[src/rtl/uart_esc_pkg.sv]
// Shared types and default constants for the UART escape-sequence decoder.
package uart_esc_pkg;

  typedef enum logic [1:0] {
    IDLE = 2'd0,
    CMD  = 2'd1,
    VAL  = 2'd2
  } esc_state_e;

  localparam logic [7:0]  ESC_DEFAULT        = 8'h1B;
  localparam logic [7:0]  DEFAULT_ROWS       = 8'h80;
  localparam logic [7:0]  DEFAULT_COLS       = 8'hA0;
  // Register 0 = rows, register 1 = columns, remaining registers reset to zero.
  localparam logic [15:0] DEFAULT_RESET_VALS = {DEFAULT_COLS, DEFAULT_ROWS};

endpackage

[src/rtl/esc_timeout.sv]
// Inter-byte watchdog: reloads on clear, counts down while run is high and
// raises expired for the cycle in which the count would reach zero.
module esc_timeout #(
  parameter int unsigned TIMEOUT_CYC = 5_000_000
) (
  input  logic clk,
  input  logic rst,
  input  logic clear,
  input  logic run,
  output logic expired
);

  generate
    if (TIMEOUT_CYC == 0) begin : g_off
      logic unused_tie;
      assign unused_tie = clk ^ rst ^ clear ^ run;
      assign expired    = 1'b0;
    end else begin : g_on
      localparam int CW = $clog2(TIMEOUT_CYC + 1);
      localparam logic [CW-1:0] LOAD = CW'(TIMEOUT_CYC);

      logic [CW-1:0] cnt_q;

      always_ff @(posedge clk or posedge rst) begin
        if (rst) begin
          cnt_q <= '0;
        end else if (clear) begin
          cnt_q <= LOAD;
        end else if (run && (cnt_q != '0)) begin
          cnt_q <= cnt_q - CW'(1);
        end
      end

      // A byte arriving on the expiry cycle takes priority over the abort.
      assign expired = run && !clear && (cnt_q == CW'(1));
    end
  endgenerate

endmodule

[src/rtl/uart_escape_decoder.sv]
// Splits the UART byte stream into forwarded display bytes and ESC-prefixed
// register writes into a configuration bank.
module uart_escape_decoder
  import uart_esc_pkg::*;
#(
  parameter int                                N_REGS      = 4,
  parameter int                                VAL_BYTES   = 1,
  parameter logic [7:0]                        ESC_CHAR    = ESC_DEFAULT,
  parameter int unsigned                       TIMEOUT_CYC = 5_000_000,
  parameter logic [N_REGS*8*VAL_BYTES-1:0]     RESET_VALS  =
      (N_REGS*8*VAL_BYTES)'(DEFAULT_RESET_VALS)
) (
  input  logic                            CLK_50MHz,
  input  logic                            reset,
  input  logic [7:0]                      data,
  input  logic                            data_en,
  output logic [7:0]                      fwd_data,
  output logic                            fwd_en,
  output logic [N_REGS*8*VAL_BYTES-1:0]   cfg_regs,
  output logic [N_REGS-1:0]               cfg_update,
  output logic                            err,
  output logic                            busy
);

  localparam int REG_W = 8 * VAL_BYTES;
  localparam int IDX_W = (N_REGS > 1) ? $clog2(N_REGS) : 1;
  localparam int BC_W  = (VAL_BYTES > 1) ? $clog2(VAL_BYTES) : 1;
  localparam logic [8:0]      N_REGS_B  = 9'(N_REGS);
  localparam logic [BC_W-1:0] LAST_BYTE = BC_W'(VAL_BYTES - 1);

  esc_state_e        state_q;
  logic [IDX_W-1:0]  idx_q;
  logic [BC_W-1:0]   cnt_q;
  logic [REG_W-1:0]  shadow_q;
  logic [REG_W-1:0]  val_d;
  logic [7:0]        fwd_data_q;
  logic              fwd_en_q;
  logic [N_REGS-1:0] upd_q;
  logic              err_q;
  logic              idx_ok;
  logic              wr_en;
  logic              tmo_expired;

  // The full byte is compared, so stray high bits make an index invalid.
  assign idx_ok = ({1'b0, data} < N_REGS_B);
  assign wr_en  = data_en && (state_q == VAL) && (cnt_q == LAST_BYTE);

  always_comb begin
    val_d = shadow_q;
    val_d[REG_W-8 +: 8] = data;
  end

  esc_timeout #(
    .TIMEOUT_CYC(TIMEOUT_CYC)
  ) u_timeout (
    .clk     (CLK_50MHz),
    .rst     (reset),
    .clear   (data_en),
    .run     (state_q != IDLE),
    .expired (tmo_expired)
  );

  always_ff @(posedge CLK_50MHz or posedge reset) begin
    if (reset) begin
      state_q    <= IDLE;
      idx_q      <= '0;
      cnt_q      <= '0;
      shadow_q   <= '0;
      fwd_data_q <= 8'h00;
      fwd_en_q   <= 1'b0;
      upd_q      <= '0;
      err_q      <= 1'b0;
    end else begin
      fwd_en_q <= 1'b0;
      upd_q    <= '0;
      err_q    <= 1'b0;
      if (data_en) begin
        case (state_q)
          IDLE: begin
            if (data == ESC_CHAR) begin
              state_q <= CMD;
            end else begin
              fwd_data_q <= data;
              fwd_en_q   <= 1'b1;
            end
          end
          CMD: begin
            if (data == ESC_CHAR) begin
              fwd_data_q <= data;
              fwd_en_q   <= 1'b1;
              state_q    <= IDLE;
            end else if (idx_ok) begin
              idx_q    <= data[IDX_W-1:0];
              cnt_q    <= '0;
              shadow_q <= '0;
              state_q  <= VAL;
            end else begin
              err_q   <= 1'b1;
              state_q <= IDLE;
            end
          end
          VAL: begin
            if (cnt_q == LAST_BYTE) begin
              upd_q   <= N_REGS'(1) << idx_q;
              state_q <= IDLE;
            end else begin
              shadow_q[8*cnt_q +: 8] <= data;
              cnt_q                  <= cnt_q + BC_W'(1);
            end
          end
          default: state_q <= IDLE;
        endcase
      end else if (tmo_expired) begin
        err_q    <= 1'b1;
        shadow_q <= '0;
        state_q  <= IDLE;
      end
    end
  end

  // Each register only ever loads a complete value assembled in the shadow.
  genvar gi;
  generate
    for (gi = 0; gi < N_REGS; gi++) begin : g_bank
      logic [REG_W-1:0] reg_q;

      always_ff @(posedge CLK_50MHz or posedge reset) begin
        if (reset) begin
          reg_q <= RESET_VALS[gi*REG_W +: REG_W];
        end else if (wr_en && (idx_q == IDX_W'(gi))) begin
          reg_q <= val_d;
        end
      end

      assign cfg_regs[gi*REG_W +: REG_W] = reg_q;
    end
  endgenerate

  assign fwd_data   = fwd_data_q;
  assign fwd_en     = fwd_en_q;
  assign cfg_update = upd_q;
  assign err        = err_q;
  assign busy       = (state_q != IDLE);

endmodule

[config.mk]
export PLATFORM = sky130hd
export DESIGN_NAME = uart_escape_decoder
export DESIGN_NICKNAME = d
export VERILOG_FILES = /design/src/rtl/uart_esc_pkg.sv /design/src/rtl/esc_timeout.sv /design/src/rtl/uart_escape_decoder.sv
export SDC_FILE = /design/constraint.sdc
export NUM_CORES = 1
export LEC_CHECK = 0
export CELL_PAD_IN_SITES_DETAIL_PLACEMENT = 2
export CELL_PAD_IN_SITES_GLOBAL_PLACEMENT = 2
export CORE_MARGIN = 1
export CORE_UTILIZATION = 35
export CTS_CLUSTER_DIAMETER = 60
export CTS_CLUSTER_SIZE = 8
export DETAILED_ROUTE_END_ITERATION = 10
export PLACE_DENSITY = 0.77
export SYNTH_ARGS = -nofsm -noshare
export SYNTH_HDL_FRONTEND = slang
export SYNTH_SLANG_ARGS = --single-unit
[constraint.sdc]
create_clock -name CLK_50MHz -period 2.9 [get_ports CLK_50MHz]
set_input_delay 0.29 -clock CLK_50MHz [delete_from_list [all_inputs] [get_ports CLK_50MHz]]
set_output_delay 0.29 -clock CLK_50MHz [all_outputs]
set_load 0.01 [all_outputs]
==> flow_metrics.env <==
export IMPL_synth_seq_cells=73
export IMPL_use_met2=0.334
export IMPL_row_count=35
export IMPL_grt_busiest_layer="met2"
export IMPL_synthDistinctLibCells=56
export IMPL_via_per_inst=5.35
export IMPL_antenna_found_initial=0
export IMPL_cts_buffer_depth=2
export IMPL_grt_pass1_wl_um=15300
export IMPL_post_drt_wl_per_cell_um=19.6
export IMPL_die_area_sq_um=9850
export IMPL_stdcell_count=470
export IMPL_dr_pass1_iters=4
export IMPL_num_io_pins=58
export IMPL_path_class="reg -> reg"
export IMPL_cp_end_kind="flop"
export IMPL_syn_to_final_growth_pct=30.5
export IMPL_period_needed_ns=2.36
export IMPL_syn_area_sq_um=3310
export IMPL_vias=2513
export IMPL_start_util=0.360
export IMPL_crit_chain="inv_1, ha_1, or3b_1, nor3_1, nand3_1, or4_1, nand3b_1"
export IMPL_synth_edff_count=0
export IMPL_routed_wl_um=9210
export IMPL_holdWs_ns=0.353
export IMPL_slew_violations=0
export IMPL_syn_num_nets=293
export IMPL_final_layout_size_suffix_gt1_frac=0.217
export IMPL_htreeDepth=3
export IMPL_yosysMostFrequentCell="dfrtp_1"
export IMPL_insertion_delay_ns=0.35
export IMPL_synth_commonest_cells="70 x dfrtp_1, 32 x nand2_1, 31 x mux2_2"
export IMPL_synth_area_leader_cell="dfrtp_1"
export IMPL_clock_fmax_mhz=424
export IMPL_ant_nets=0
export IMPL_die_x_um=99.2
export IMPL_worst_slew_pin_slew_ns=0.642
export IMPL_ys_flop_type="dfrtp_1"
export IMPL_required_ns=3.19
export IMPL_finalSetupViolations=0
export IMPL_grt_max_degree=34
export IMPL_ys_warn_count=0
export IMPL_p_leak_nw=1.84
export IMPL_cts_resized=0
export IMPL_syn_inst=280
export IMPL_root_buffer="clkbuf_8"
export IMPL_setup_slack_ns=0.544
export IMPL_gr_total_overflow=0
export IMPL_power_density_nw_per_um2=478
export IMPL_path_buf_inv=1
export IMPL_post_place_ws_ns=0.314
export IMPL_cp_max_fo=6
export IMPL_dp_hpwl_um=6600
export IMPL_gr_usage_met1=0.255
export IMPL_clkSinkCount=73
export IMPL_grt_usage=0.203
export IMPL_gp_congestion=0.757
export IMPL_clk_pin_slew_ns=0.08
export IMPL_finalHoldViolations=0
export IMPL_maxSlewHeadroom=0.571
export IMPL_critPathMaxStageDelay_ns=0.46
export IMPL_fin_tns_setup_ns=0
export IMPL_drc=0
export IMPL_netlist_top_cells_area="dfrtp_1 53%, mux2_2 11%, nand2_1 3.6%"
export IMPL_ir_drop_v=0.000205
export IMPL_crit_family="simple AND/OR/NAND/NOR gates"
export IMPL_cts_setup_buffers=0
export IMPL_synth_avg_cell_area_sq_um=11.8
export IMPL_seq_area_frac_synth=0.553
export IMPL_cp_start_kind="flop"
export IMPL_drt_iter0_markers=54
export IMPL_grt_util_met3=0.0647
export IMPL_place_inst=455
export IMPL_io_buffer_count=57
export IMPL_fp_dieH_um=99.2
export IMPL_status="completed"
export IMPL_tritoncts="built"
export IMPL_hp_class="in -> async"
export IMPL_synth_async_reset_ratio=1.00
export IMPL_min_period_over_period=0.813
export IMPL_maxCapViolCount=0
export IMPL_crit_arrival_ns=2.64
export IMPL_hold_buffers=0
export IMPL_cts_buffers=9
export IMPL_final_util=0.470
export IMPL_finClkSkew_ns=0.0153
export IMPL_rsz0062_at_grt="no"
export IMPL_design_core_area_sq_um=9200
export IMPL_nets=368
export IMPL_grt_pass1_vias=2826
export IMPL_slowest_stage="dfrtp_1"
export IMPL_synthDominantCellAreaShare=0.529
export IMPL_n_antenna_cell=0
[power by group]
group | leakage (nW) | internal (W) | switching, W
sequential | 0.947 | 0.00103 | 0.00000827
clock | 0.106 | 0.000507 | 0.000391
combinational | 0.790 | 0.0000567 | 0.0000693
total | 1.84 | 0.00159 | 0.000469
[area by class of cell]
| cell class | instances | area, sq um |
|---|---|---|
| timing repair buffer | 70 | 681 |
| clock inverter | 4 | 76.3 |
| fill | 945 | 4880 |
| inverter | 8 | 30.0 |
| tap | 111 | 139 |
| sequential | 73 | 1830 |
| clock buffer | 11 | 141 |
| multi-input combinational | 193 | 1420 |
[worst paths after layout]
| path | startpoint | slack [ns] | end | cells after the start |
|---|---|---|---|---|
| setup / recovery | u_timeout.g_on.cnt_q[0]$_DFFE_PP0P_ | 0.54 | u_timeout.g_on.cnt_q[18]$_DFFE_PP0P_ | 7 |
| hold / removal | reset | 0.35 | g_bank[1].reg_q[3]$_DFFE_PP0P_ | 2 |
| setup reg to reg | u_timeout.g_on.cnt_q[0]$_DFFE_PP0P_ | 0.54 | u_timeout.g_on.cnt_q[18]$_DFFE_PP0P_ | 7 |
| hold reg to reg | g_bank[3].reg_q[2]$_DFFE_PP0P_ | 0.49 | g_bank[3].reg_q[2]$_DFFE_PP0P_ | 2 |
| max in group asynchronous | reset | 1.84 | g_bank[0].reg_q[7]$_DFFE_PP1P_ | 3 |
| min in group CLK_50MHz | g_bank[3].reg_q[2]$_DFFE_PP0P_ | 0.49 | g_bank[3].reg_q[2]$_DFFE_PP0P_ | 2 |
[layout by cell type, fill, tap and decap left out, types with 3 or more instances in the layout]
cell type,count
xor2_1,5
or4_1,6
nor4_4,3
and3_1,3
mux2_2,31
nor2_1,20
dfstp_2,3
buf_4,12
nand4_1,3
nor4_1,4
or3_1,6
inv_1,5
or4b_1,3
a21oi_1,10
nand2_1,32
o31ai_1,3
nor2b_1,3
mux2_1,3
clkdlybuf4s50_1,57
nand2_2,3
nand3_1,6
clkbuf_8,10
dfrtp_1,70
nor3_1,6
o41ai_1,4
[worst reg2reg max path, stage by stage (launching register included)]
cell and delay, ns:
dfrtp_1 0.46, inv_1 0.11, ha_1 0.19, or3b_1 0.44, nor3_1 0.35, nand3_1 0.21
or4_1 0.44, nand3b_1 0.09
[cells by family after synthesis]
logic type / after synthesis / synth area share
AND/OR/NAND/NOR: 113 / 0.204
adder cells (fa/ha/maj): 2 / 0.00756
AO/OA/AOI/OAI: 35 / 0.0779
flip-flops: 73 / 0.553
buffers and inverters: 14 / 0.0174
multiplexers: 36 / 0.122
XOR/XNOR: 7 / 0.0185
[metrics by stage]
stage | cell area [sq um] | power, W
after floorplan | 3310 | 0.00110
after global placement | 4100 | 0.00118
after detailed placement | 4100 | 0.00119
after CTS | 4320 | 0.00210
after global routing | 4320 | 0.00213
final | 4320 | 0.00206
[registers in the layout (all words and copies together), names as in the netlist]
signal	flops
g_bank.reg_q	32
u_timeout.g_on.cnt_q	23
fwd_data	8
cfg_update	4
idx_q	2
state_q	2
err	1
fwd_en	1
[layer usage]
| metal | vias to the layer above | wire [um] |
|---|---|---|
| met1 | 1288 | 3980 |
| li1 | 1164 | - |
| met3 | 10 | 582 |
| met2 | 51 | 4540 |
| met5 | - | 0 |
| met4 | 0 | 114 |
Power figures use the tool's default switching activity.
